### config.mk
export PLATFORM = sky130hd
export DESIGN_NAME = uartprobe_ng
export DESIGN_NICKNAME = d
export VERILOG_FILES = /design/src/rtl/uartprobe_ng.sv
export SDC_FILE = /design/constraint.sdc
export NUM_CORES = 1
export LEC_CHECK = 0
export ABC_CLOCK_PERIOD_IN_PS = 2600
export CAP_MARGIN = 25
export CORE_MARGIN = 1
export CORE_UTILIZATION = 45
export CTS_BUF_LIST = sky130_fd_sc_hd__clkbuf_4 sky130_fd_sc_hd__clkbuf_8 sky130_fd_sc_hd__clkbuf_16
export CTS_CLUSTER_SIZE = 25
export DETAILED_ROUTE_END_ITERATION = 12
export PLACE_DENSITY_LB_ADDON = 0.08
export SLEW_MARGIN = 10
export SYNTH_ARGS = -nofsm -noshare
export SYNTH_HDL_FRONTEND = slang
export SYNTH_SLANG_ARGS = --single-unit
### constraint.sdc
create_clock -name clk -period 2.6 [get_ports clk]
set_clock_uncertainty 0.1 [all_clocks]
set_input_delay 0.39 -clock clk [delete_from_list [all_inputs] [get_ports clk]]
set_output_delay 0.39 -clock clk [all_outputs]
set_load 0.1 [all_outputs]
### src/rtl/uartprobe_ng.sv
// rtl/uartprobe_ng.sv - UART probe command engine: GPIO banks and single-beat AXI master
module uartprobe_ng #(
    parameter int                      GPIO_BANKS        = 2,
    parameter int                      AXI_DW            = 32,
    parameter logic [32*GPIO_BANKS-1:0] GPO_ON_RESET     = '0,
    parameter logic [31:0]             AXI_ADDR_ON_RESET = 32'h0,
    parameter int                      TIMEOUT           = 1024
) (
    input  logic                      clk,
    input  logic                      reset,
    input  logic                      rx_valid,
    input  logic [7:0]                rx_data,
    output logic                      rx_ready,
    output logic                      tx_valid,
    output logic [7:0]                tx_data,
    input  logic                      tx_ready,
    output logic [32*GPIO_BANKS-1:0]  gpo,
    input  logic [32*GPIO_BANKS-1:0]  gpi,
    output logic [31:0]               m_axi_araddr,
    output logic [2:0]                m_axi_arsize,
    output logic                      m_axi_arvalid,
    input  logic                      m_axi_arready,
    input  logic [AXI_DW-1:0]         m_axi_rdata,
    input  logic [1:0]                m_axi_rresp,
    input  logic                      m_axi_rvalid,
    output logic                      m_axi_rready,
    output logic [31:0]               m_axi_awaddr,
    output logic [2:0]                m_axi_awsize,
    output logic                      m_axi_awvalid,
    input  logic                      m_axi_awready,
    output logic [AXI_DW-1:0]         m_axi_wdata,
    output logic [AXI_DW/8-1:0]       m_axi_wstrb,
    output logic                      m_axi_wvalid,
    input  logic                      m_axi_wready,
    input  logic [1:0]                m_axi_bresp,
    input  logic                      m_axi_bvalid,
    output logic                      m_axi_bready
);
    localparam int          NB      = AXI_DW / 8;
    localparam int          LNB     = $clog2(NB);
    localparam logic [15:0] TO_LAST = 16'(TIMEOUT - 1);

    typedef enum logic [2:0] {IDLE, RX_ARG, AXI_AR, AXI_R, AXI_AWW, AXI_B, TX} state_t;

    state_t                    state;
    logic [2:0]                op;
    logic [4:0]                idx;
    logic [23:0]               arg;
    logic [2:0]                rx_left;
    logic [2:0]                tx_left;
    logic [39:0]               tx_buf;
    logic [15:0]               tmo;
    logic [31:0]               addr;
    logic [AXI_DW-1:0]         wdata;
    logic                      arvalid, awvalid, wvalid, rready, bready;
    logic [32*GPIO_BANKS-1:0]  gpo_r;

    logic [2:0]  hdr_op;
    logic [4:0]  hdr_idx;
    logic        hdr_bad, idx_bad;
    logic [31:0] gpi_word, gpo_word, arg_next, rdata_al;
    logic [7:0]  id_byte;
    logic        aw_ok, w_ok;

    assign hdr_op   = rx_data[7:5];
    assign hdr_idx  = rx_data[4:0];
    assign hdr_bad  = 32'(hdr_idx) >= GPIO_BANKS;
    assign idx_bad  = 32'(idx) >= GPIO_BANKS;
    assign arg_next = {arg, rx_data};
    assign id_byte  = {3'(GPIO_BANKS - 1), 2'(LNB), 3'b101};
    // Read data sits MSB-aligned so the shift buffer emits exactly NB bytes after status
    assign rdata_al = 32'(m_axi_rdata) << (32 - AXI_DW);
    // A channel counts as done once its valid has dropped or it handshakes this cycle
    assign aw_ok    = !awvalid || m_axi_awready;
    assign w_ok     = !wvalid || m_axi_wready;

    always_comb begin
        gpi_word = '0;
        gpo_word = '0;
        for (int k = 0; k < GPIO_BANKS; k++) begin
            if (hdr_idx == 5'(k)) begin
                gpi_word = gpi[32*k +: 32];
                gpo_word = gpo_r[32*k +: 32];
            end
        end
    end

    always_ff @(posedge clk) begin
        if (reset) begin
            state   <= IDLE;
            op      <= '0;
            idx     <= '0;
            arg     <= '0;
            rx_left <= '0;
            tx_left <= '0;
            tx_buf  <= '0;
            tmo     <= '0;
            addr    <= AXI_ADDR_ON_RESET;
            wdata   <= '0;
            arvalid <= 1'b0;
            awvalid <= 1'b0;
            wvalid  <= 1'b0;
            rready  <= 1'b0;
            bready  <= 1'b0;
            gpo_r   <= GPO_ON_RESET;
        end else begin
            case (state)
                IDLE: if (rx_valid) begin
                    op  <= hdr_op;
                    idx <= hdr_idx;
                    arg <= '0;
                    case (hdr_op)
                        3'd1, 3'd2: begin
                            if (hdr_bad) begin
                                tx_buf  <= {8'h80, 32'h0};
                                tx_left <= 3'd1;
                            end else begin
                                tx_buf  <= {(hdr_op == 3'd1) ? gpi_word : gpo_word, 8'h0};
                                tx_left <= 3'd4;
                            end
                            state <= TX;
                        end
                        3'd3, 3'd4: begin
                            rx_left <= 3'd4;
                            state   <= RX_ARG;
                        end
                        3'd5: begin
                            arvalid <= 1'b1;
                            tmo     <= '0;
                            state   <= AXI_AR;
                        end
                        3'd6: begin
                            rx_left <= 3'(NB);
                            state   <= RX_ARG;
                        end
                        3'd7: begin
                            tx_buf  <= {id_byte, 32'h0};
                            tx_left <= 3'd1;
                            state   <= TX;
                        end
                        default: ;
                    endcase
                end
                RX_ARG: if (rx_valid) begin
                    arg     <= arg_next[23:0];
                    rx_left <= rx_left - 3'd1;
                    if (rx_left == 3'd1) begin
                        case (op)
                            3'd3: begin
                                // Whole word lands in one cycle; a bad index just drains the bytes
                                for (int k = 0; k < GPIO_BANKS; k++)
                                    if (idx == 5'(k)) gpo_r[32*k +: 32] <= arg_next;
                                tx_buf  <= {idx_bad ? 8'h80 : 8'h00, 32'h0};
                                tx_left <= 3'd1;
                                state   <= TX;
                            end
                            3'd4: begin
                                addr    <= arg_next;
                                tx_buf  <= '0;
                                tx_left <= 3'd1;
                                state   <= TX;
                            end
                            default: begin
                                wdata   <= arg_next[AXI_DW-1:0];
                                awvalid <= 1'b1;
                                wvalid  <= 1'b1;
                                tmo     <= '0;
                                state   <= AXI_AWW;
                            end
                        endcase
                    end
                end
                AXI_AR: begin
                    if (m_axi_arready) begin
                        arvalid <= 1'b0;
                        rready  <= 1'b1;
                        tmo     <= '0;
                        state   <= AXI_R;
                    end else if (tmo == TO_LAST) begin
                        arvalid <= 1'b0;
                        tx_buf  <= {8'h04, 32'h0};
                        tx_left <= 3'(1 + NB);
                        state   <= TX;
                    end else begin
                        tmo <= tmo + 16'd1;
                    end
                end
                AXI_R: begin
                    if (m_axi_rvalid) begin
                        rready  <= 1'b0;
                        tx_buf  <= {6'b0, m_axi_rresp, rdata_al};
                        tx_left <= 3'(1 + NB);
                        if (idx[0]) addr <= addr + 32'(NB);
                        state   <= TX;
                    end else if (tmo == TO_LAST) begin
                        rready  <= 1'b0;
                        tx_buf  <= {8'h04, 32'h0};
                        tx_left <= 3'(1 + NB);
                        state   <= TX;
                    end else begin
                        tmo <= tmo + 16'd1;
                    end
                end
                AXI_AWW: begin
                    if (aw_ok && w_ok) begin
                        awvalid <= 1'b0;
                        wvalid  <= 1'b0;
                        bready  <= 1'b1;
                        tmo     <= '0;
                        state   <= AXI_B;
                    end else if (tmo == TO_LAST) begin
                        awvalid <= 1'b0;
                        wvalid  <= 1'b0;
                        tx_buf  <= {8'h04, 32'h0};
                        tx_left <= 3'd1;
                        state   <= TX;
                    end else begin
                        if (m_axi_awready) awvalid <= 1'b0;
                        if (m_axi_wready)  wvalid  <= 1'b0;
                        tmo <= tmo + 16'd1;
                    end
                end
                AXI_B: begin
                    if (m_axi_bvalid) begin
                        bready  <= 1'b0;
                        tx_buf  <= {6'b0, m_axi_bresp, 32'h0};
                        tx_left <= 3'd1;
                        if (idx[0]) addr <= addr + 32'(NB);
                        state   <= TX;
                    end else if (tmo == TO_LAST) begin
                        bready  <= 1'b0;
                        tx_buf  <= {8'h04, 32'h0};
                        tx_left <= 3'd1;
                        state   <= TX;
                    end else begin
                        tmo <= tmo + 16'd1;
                    end
                end
                TX: if (tx_ready) begin
                    tx_buf  <= tx_buf << 8;
                    tx_left <= tx_left - 3'd1;
                    if (tx_left == 3'd1) state <= IDLE;
                end
                default: state <= IDLE;
            endcase
        end
    end

    assign rx_ready      = (state == IDLE) || (state == RX_ARG);
    assign tx_valid      = (state == TX);
    assign tx_data       = tx_buf[39:32];
    assign gpo           = gpo_r;
    assign m_axi_araddr  = addr;
    assign m_axi_awaddr  = addr;
    assign m_axi_arsize  = 3'(LNB);
    assign m_axi_awsize  = 3'(LNB);
    assign m_axi_arvalid = arvalid;
    assign m_axi_rready  = rready;
    assign m_axi_awvalid = awvalid;
    assign m_axi_wvalid  = wvalid;
    assign m_axi_wdata   = wdata;
    assign m_axi_wstrb   = '1;
    assign m_axi_bready  = bready;
endmodule

==> results of run 1 <==
per-layer routing:
layer | global-route usage (%) | vias up | routed length [um]
li1 | - | 5394 | -
met1 | 42.3 | 5415 | 18100
met2 | 50.7 | 510 | 19300
met3 | 4.31 | 77 | 3200
met4 | 11.8 | 2 | 1530
met5 | 0 | - | 13
flip-flops by register name, summed over array words and instances (netlist names):
signal         cells
m_axi_wvalid       1
tx_left            3
rx_left            3
m_axi_wdata       32
m_axi_bready       1
m_axi_rready       1
m_axi_araddr      32
m_axi_arvalid      1
tx_buf            40
state              3
gpo               64
m_axi_awvalid      1
idx                5
op                 3
arg               24
tmo               16
worst max-delay path, cell delays in order, from the launching register on:
cell	delay (ns)
dfxtp_1	0.48
buf_6	0.22
nand3b_1	0.22
clkinv_2	0.17
buf_12	0.20
buf_12	0.18
per-stage QoR:
stage / TNS, ns / std cells / hold WS [ns] / cell area [um^2]
floorplan: 0 / 1379 / 0.326 / 11500
global route: 0 / 1970 / 0.179 / 15300
global placement: -0.129 / 1921 / 0.335 / 14300
detailed placement: -1.28 / 1921 / 0.342 / 14300
CTS: 0 / 1969 / 0.145 / 15300
finish: 0 / 1970 / 0.163 / 15300
cells by family after synthesis:
group / Yosys count / share of synthesized area (%)
and+or+nand+nor: 498 / 20.1
AOI/OAI and AO/OA: 343 / 19.6
DFF: 230 / 40.2
buffers and inverters: 172 / 8.15
muxes: 105 / 10.1
xor gates and xnor gates: 15 / 1.15
adders and majority gates: 6 / 0.656
other: 2 / 0.0656
worst min-delay path by stage:
stage,start,to,cells after the start
final,reset,gpo[57],2
after global routing,reset,m_axi_araddr[2],2
after CTS,reset,arg[0],2
after detailed placement,tx_buf[23],tx_buf[23],2
after global placement,tx_buf[23],tx_buf[23],2
after floorplan,tx_buf[32],tx_buf[32],2
cell type report:
class,instances,area (um^2)
inverter,15,57.6
antenna,1,2.50
tap,324,405
multi-input combinational,977,5960
timing repair buffer,375,3310
clock buffer,34,729
fill,2178,9330
clock inverter,14,188
sequential,230,4620
repair_timing:
item                       4_1_cts  5_1_grt
gates resized for setup          2        3
hold buffers                     0        0
setup endpoints to repair        1        4
placed cells by master, fill, tap and decap left out, types with 20 or more instances in the layout:
cell type and count:
dfxtp_1 216, nand3_1 32, nor3_1 20, mux2i_1 97, clkdlybuf4s50_1 114, o21ai_1 32
clkbuf_16 26, buf_4 241, a22oi_1 43, a21oi_1 100, nand2_1 176, nor2_1 156
o22ai_1 24, o21ai_0 31
power groups by stage:
stage               Combinational, mW  Clock [mW]  Sequential, mW
floorplan                        2.46           0            4.34
global placement                 4.07           0            4.02
detailed placement               4.09           0            4.02
CTS                              4.11        3.93            3.95
global route                     4.39        4.09            3.98
finish                           4.15        3.91            3.96
cells in the mapped netlist (all sizes together) (7+ instances only):
cell type and count:
nor2 161, nor2b 7, a31oi 18, o21ai 64, nand4 19, nand3 32, a222oi 16, a22oi 43
nor3 21, and3 10, clkbuf 63, o22ai 24, nor4 8, nand2b 11, mux2i 97, a32oi 8
a311oi 12, nand2 178, buf 94, mux4 8, dfxtp 230, inv 14, and2 14, a21oi 101
xor2 13, a211oi 14
==> qor.yml, run 1 <==
hold_path:
  hold_class: "primary input to flip-flop"
clocking:
  clkLatencyLatePin_ns: 0.53
  ctsRootBufferMaster: "clkbuf_16"
  cts_made_buffers: 26
  cts.htree.levels: 1
  cts_max_path_buffers: 3
  cts.sinks: 230
  post-cts-setup-buffers: 0
  clk_pin_slew_ns: 0.06
  cts_tree: "built"
floorplan:
  row_count: 57
  fp.dieH_um: 161
  start_util_pct: 46.5
  chipWidth_um: 161
  core_area_um2: 24600
  fp.dieArea_um2: 26100
  io_pins: 302
power_and_ir_drop:
  switching_share_pct: 38.0
  power.net_switching_mw: 4.56
  sequentialPowerShare_pct: 33.0
  leakage_nw: 5.93
  internal_power_mw: 7.45
  p_total_mw: 12.0
  combPwrFrac_pct: 34.5
  power.density_nw_per_um2: 787
  pwr-share-clk_pct: 32.5
  ir_drop_uv: 563
timing:
  maxSlewViolCount: 0
  rsz0062_at_grt: "false"
  fin_crit_sh_pct: 96.3
  max-slew-margin-rel_pct: 64.6
  setup_ws_ns: 0.0966
  finalCriticalPeriod_ns: 2.50
  max_freq_mhz: 399
  hold_viol: 0
  setup_violations: 0
  tightest_slew_ns: 0.526
cells_and_area:
  final_core_util_pct: 62.1
  drive_above_1_share_pct: 21.7
  layout.nets: 1748
  syn2layout_area_growth_pct: 33.5
global_route:
  antenna_found_initial: 2
  grt_overflow_total: 0
  grt_max_degree: 84
  grt_usage_pct: 31.3
  grt_pass1_wl_mm: 63.2
  grt_pass1_vias: 10600
worst_setup_path:
  reg2reg_to: "m_axi_araddr[4]"
  rr_worst_depth: 7
  critPathCapture: "tx_valid"
  cp.required_ns: 2.11
  crit_type: "flip-flop to primary output"
  arrival_ns: 2.01
  worstPathMaxFanout: 30
  end_kind: "primary output"
  r2r-start: "state[0]"
  startpoint: "state[0]"
  start_kind: "flip-flop"
  rrSetupSlack_ns: 0.15
run_status:
  status: "finished, final reports clean"
logic_synthesis:
  ys_warn_count: 0
  synth_area_um2: 11400
  syn_inst: 1371
  async_reset_ff_share_pct: 0
  synth_seq_cells: 230
  synth_area_leaders: "dfxtp_1 40%, mux2i_1 8.5%, nand2_1 5.8%, nor2_1 5.2%, a21oi_1 4.4%"
  yosys.cell_types.count: 78
  synth_top_area_share_pct: 40.2
  ys.flop_type: "dfxtp_1"
  ys_seq_area_share_pct: 40.2
  yosysTopAreaCell: "dfxtp_1"
  syn_area_per_cell_um2: 8.35
  synth_edf_count: 0
placement:
  port_buffers: 291
  pre_cts_slack_ns: -0.0897
  dp_hpwl_mm: 30.7
  gp_congestion: 0.912
routing:
  ant_nets: 0
  drtPass1Iterations: 6
  wl_mm: 42.2
  wire_per_inst_um: 21.4
  drc: 0
  viasPerCell: 5.79
  drtIter0Drc: 1114
  vias: 11400
run:
  max_cap_viol_count: 0
No activity file was read; power rests on OpenSTA's default activity.
==> inputs of run 2 (changes only) <==
--- a/config.mk
+++ b/config.mk
@@ -8,8 +8,8 @@
 export ABC_CLOCK_PERIOD_IN_PS = 2600
 export CAP_MARGIN = 25
 export CORE_MARGIN = 1
-export CORE_UTILIZATION = 45
-export CTS_BUF_LIST = sky130_fd_sc_hd__clkbuf_4 sky130_fd_sc_hd__clkbuf_8 sky130_fd_sc_hd__clkbuf_16
+export CORE_UTILIZATION = 40
+export CTS_BUF_LIST = sky130_fd_sc_hd__clkbuf_2 sky130_fd_sc_hd__clkbuf_4 sky130_fd_sc_hd__clkbuf_8
 export CTS_CLUSTER_SIZE = 25
 export DETAILED_ROUTE_END_ITERATION = 12
 export PLACE_DENSITY_LB_ADDON = 0.08
==> run 2 against run 1 <==
Net effect: register-to-register slack improved by 0.02 ns; final cell count grew 4.3%; design area increased by 0.44%; maximum frequency is 3.0% higher; power is 1.3% lower; hold slack gained 0.0073 ns; critical path depth increased by 3; clock-buffer cell count up 37; sequential power about the same; critical endpoint is now tmo[5]; utilization down 7.2 points.
==> qor.yml, run 2 (synthesized netlist as in run 1, its figures left out) <==
power_and_ir_drop:
  power.density_nw_per_um2: 773
  power.net_switching_mw: 4.61
  combPwrFrac_pct: 35.8
  pwr-share-clk_pct: 30.8
  ir_drop_uv: 478
  sequentialPowerShare_pct: 33.4
  leakage_nw: 5.97
  p_total_mw: 11.9
  switching_share_pct: 38.9
  internal_power_mw: 7.25
worst_setup_path:
  end_kind: "flip-flop"
  rr_worst_depth: 8
  worstPathMaxFanout: 12
  start_kind: "flip-flop"
  cp.required_ns: 2.97
  arrival_ns: 2.80
  crit_type: "flip-flop to flip-flop"
global_route:
  grt_pass1_vias: 10800
  grt_max_degree: 79
  grt_overflow_total: 0
  grt_usage_pct: 30.4
  grt_pass1_wl_mm: 66.8
  antenna_found_initial: 2
placement:
  dp_cells: 1982
  dp_hpwl_mm: 33.3
  port_buffers: 291
  pre_cts_slack_ns: -0.0354
  gp_congestion: 0.934
clocking:
  cts_resized: 1
  cts_made_buffers: 41
  ctsRootBufferMaster: "clkbuf_8"
  cts_hold_buffers: 0
  cts.sinks: 230
  cts_max_path_buffers: 3
  clk_pin_slew_ns: 0.06
  cts_tree: "built"
  post-cts-setup-buffers: 0
  clkLatencyLatePin_ns: 0.56
  cts.htree.levels: 2
timing:
  fin_crit_sh_pct: 93.5
  max_freq_mhz: 411
  maxSlewViolCount: 0
  setup_ws_ns: 0.169
  fin_tns_setup_ns: 0
  rsz0062_at_grt: "false"
  setup_violations: 0
  max-slew-margin-rel_pct: 61.3
  hold_ws_ns: 0.170
  tightest_slew_ns: 0.576
  finalCriticalPeriod_ns: 2.43
  hold_viol: 0
routing:
  wire_per_inst_um: 22.2
  drtPass1Iterations: 9
  viasPerCell: 5.65
  wl_mm: 45.5
  drtIter0Drc: 1177
  ant_nets: 0
  vias: 11600
  drc: 0
hold_path:
  hold_depth: 2
  hold_class: "primary input to flip-flop"
floorplan:
  io_pins: 302
  fp.dieArea_um2: 29300
  fp.dieH_um: 171
  row_count: 61
  start_util_pct: 41.0
  chipWidth_um: 171
  core_area_um2: 27900
cells_and_area:
  layout.nets: 1770
  final_cell_mix: "251 x buf_4, 218 x dfxtp_1, 176 x nand2_1, 156 x nor2_1, 114 x clkdlybuf4s50_1"
  fillCellCount: 2682
  drive_above_1_share_pct: 23.2
  layoutNonFillerInstCount: 2054
  n_antenna_cell: 0
  largest_reg_flops: 64
  layout_commonest_cell: "buf_4"
  syn2layout_area_growth_pct: 34.1
run_status:
  status: "finished, final reports clean"
run:
  max_cap_viol_count: 0
run 2: changes by cell type in the layout (fill, tap and decap cells not counted), moves of 4 or more:
cell / change
clkinv_2: -7
bufinv_16: -4
buf_4: +10
clkbuf_4: +10
clkbuf_8: +53
clkbuf_16: -26
run 2: final cells by class:
cell class              count  area, um^2  share of cell area, %
multi-input cells         977        5970                   38.9
clock buffers              71         883                   5.76
well taps                 378         473                   3.08
flip-flops and latches    230        4620                   30.1
repair buffers            382        3330                   21.7
clock inverters             1        7.51                 0.0489
inverters                  15        57.6                  0.375
run 2: critical path, cell delays in order, from the launching register on:
cell,delay [ns]
dfxtp_1,0.58
buf_4,0.24
nand2b_1,0.21
buf_4,0.17
o21bai_4,0.08
nor4_4,0.33
nand2_2,0.08
or4_1,0.40
a21oi_1,0.15
run 2: worst paths after layout:
| path | from | endpoint | slack, ns |
|---|---|---|---|
| max reg2reg | state[1] | tmo[5] | 0.17 |
| max | state[1] | tmo[5] | 0.17 |
| min reg2reg | idx[2] | idx[2] | 0.35 |
| min | reset | arg[6] | 0.17 |
run 2: stage by stage:
step	util, %	area (um^2)
floorplan	-	11500
finish	54.9	15300
global placement	51.7	14400
CTS	54.9	15300
global route	54.9	15300
detailed placement	51.7	14400
run 2: power by group through the flow:
stage / Sequential, mW / Combinational, mW / Clock, mW
after detailed placement: 4.03 / 4.19 / 0
after global routing: 3.99 / 4.51 / 3.86
after floorplan: 4.34 / 2.46 / 0
after CTS: 3.95 / 4.21 / 3.71
after global placement: 4.02 / 4.19 / 0
final: 3.96 / 4.25 / 3.65
run 2: per-layer routing:
metal  share of wire, %  global-route usage, %  vias to the layer above
li1                   -                      -                     5444
met1                 42                   39.8                     5475
met2                 44                   46.7                      571
met3                8.2                   5.39                      115
met4                5.9                   18.4                        2
met5              0.029                      0                        -
==> inputs of run 3 (changes only) <==
--- a/config.mk
+++ b/config.mk
@@ -13,6 +13,7 @@
 export CTS_CLUSTER_SIZE = 25
 export DETAILED_ROUTE_END_ITERATION = 12
 export PLACE_DENSITY_LB_ADDON = 0.08
+export SETUP_SLACK_MARGIN = 0.3
 export SLEW_MARGIN = 10
 export SYNTH_ARGS = -nofsm -noshare
 export SYNTH_HDL_FRONTEND = slang
==> run 3 against run 2 <==
Net effect: clock-buffer cell count shrank 5; register-to-register slack gained 0.20 ns; highest routed layer unchanged; power shrank 0.31%; global-route usage down 0.80 points; clock power is 2% lower; largest cell class unchanged; non-clock buffer count shrank 7; first-iteration DRC count up 7.6%.
==> qor.yml, run 3 (synthesized netlist as in run 1, its figures left out) <==
routing:
  ant_nets: 0
  viasPerCell: 5.69
  wire_per_inst_um: 22.0
  drtPass1Iterations: 7
  wl_mm: 45.1
  drc: 0
  drtIter0Drc: 1267
  vias: 11600
hold_path:
  hold_class: "primary input to flip-flop"
  holdPathEnd: "m_axi_araddr[26]"
  min_from: "reset"
  hold_depth: 2
clocking:
  cts.htree.levels: 2
  cts.sinks: 230
  ctsRootBufferMaster: "clkbuf_8"
  clkLatencyLatePin_ns: 0.56
  cts_made_buffers: 41
  cts_max_path_buffers: 3
  cts_hold_buffers: 0
  clk_pin_slew_ns: 0.06
  cts_tree: "built"
placement:
  port_buffers: 291
  dp_hpwl_mm: 32.5
  gp_congestion: 0.981
  pre_cts_slack_ns: -0.143
  place_area_um2: 14400
  dp_cells: 1968
worst_setup_path:
  r2r-start: "state[0]"
  arrival_ns: 2.62
  rrSetupSlack_ns: 0.36
  start_kind: "flip-flop"
  end_kind: "flip-flop"
  rr_worst_depth: 7
  crit_type: "flip-flop to flip-flop"
  reg2reg_to: "tx_left[0]"
  worstPathMaxFanout: 21
  cp.required_ns: 2.98
cells_and_area:
  syn2layout_area_growth_pct: 35.2
  fillCellCount: 2657
  multi_input_area_um2: 6040
  drive_above_1_share_pct: 24.4
  layout_commonest_cell: "buf_4"
  final_core_util_pct: 55.4
  largest_reg_flops: 64
  seq_area_um2: 4660
  layoutNonFillerInstCount: 2047
  final_cell_mix: "235 x buf_4, 200 x dfxtp_1, 176 x nand2_1, 156 x nor2_1, 114 x clkdlybuf4s50_1"
  design_area_um2: 15500
  layout.nets: 1763
timing:
  fin_tns_setup_ns: 0
  hold_ws_ns: 0.153
  max_freq_mhz: 447
  rsz0062_at_grt: "true"
  setup_violations: 0
  max-slew-margin-rel_pct: 58.9
  finalCriticalPeriod_ns: 2.24
  setup_ws_ns: 0.365
  hold_viol: 0
  tightest_slew_ns: 0.616
  maxSlewViolCount: 0
  fin_crit_sh_pct: 86.0
run:
  max_cap_viol_count: 0
global_route:
  grt_usage_pct: 29.6
  antenna_found_initial: 2
  grt_max_degree: 54
  grt_pass1_vias: 10900
  grt_pass1_wl_mm: 65.6
  grt_overflow_total: 0
power_and_ir_drop:
  ir_drop_uv: 575
  leakage_nw: 5.97
  p_total_mw: 11.8
  power.density_nw_per_um2: 764
floorplan:
  start_util_pct: 41.0
  chipWidth_um: 171
  io_pins: 302
  fp.dieArea_um2: 29300
  fp.dieH_um: 171
  row_count: 61
  core_area_um2: 27900
run_status:
  status: "finished, final reports clean"
-- run 3: changes by cell type in the layout (fill, tap and decap cells not counted), moves of 2 or more --
| cell | change |
|---|---|
| nor2b_1 | -2 |
| buf_6 | +3 |
| buf_12 | +5 |
| dfxtp_4 | +9 |
| clkbuf_8 | -3 |
| dfxtp_2 | +9 |
| dfxtp_1 | -18 |
| nor3_2 | +2 |
| nor2_4 | +3 |
| buf_4 | -16 |
| nor2_2 | -3 |
| nor3_1 | -2 |
| clkbuf_4 | -2 |
-- run 3: worst max path at each step --
stage,from,to,slack [ns],cells after the start
2_1_floorplan,m_axi_araddr[18],m_axi_araddr[31],0.31,7
3_3_place_gp,rx_data[5],tx_buf[26],-0.13,9
3_5_place_dp,rx_data[5],tx_buf[26],-0.14,9
4_1_cts,rx_left[0],gpo[61],0.31,8
5_1_grt,state[0],tx_left[0],0.22,7
6_report,state[0],tx_left[0],0.36,7
-- run 3: area by class of cell --
type                       count  share of cell area, %
clock buffer                  66                   5.34
sequential                   230                   30.1
multi-input combinational    977                   39.0
tap                          378                   3.06
clock inverter                 5                  0.234
timing repair buffer         375                   21.8
inverter                      15                  0.380
antenna                        1                 0.0162
-- run 3: worst max-delay path, stage by stage, from the launching register on --
cell and delay (ns):
dfxtp_2 0.40, buf_6 0.22, inv_1 0.15, o2111ai_1 0.18
and4bb_4 0.38, nand2_4 0.08, or4_1 0.51, a21oi_1 0.14
-- run 3: timing repair --
| item | 4_1_cts | 5_1_grt |
|---|---|---|
| buffers inserted | 0 | 6 |
| setup endpoints to repair | 113 | 166 |
| cloned | 0 | 1 |
| gates resized for setup | 8 | 21 |
| pin swaps | 0 | 6 |
-- run 3: layer usage --
metal	global-route usage [%]	routed length, um	part of all wire (%)	vias to the layer above
li1	-	-	-	5416
met2	48.4	20500	46	539
met1	38.0	19300	43	5591
met3	5.60	3440	7.6	100
met5	0	9	0.020	-
met4	12.7	1840	4.1	2
-- run 3: report_power, final --
group	internal (mW)	switching (mW)
clock	2.01	1.57
combinational	1.39	2.86
sequential	3.72	0.262
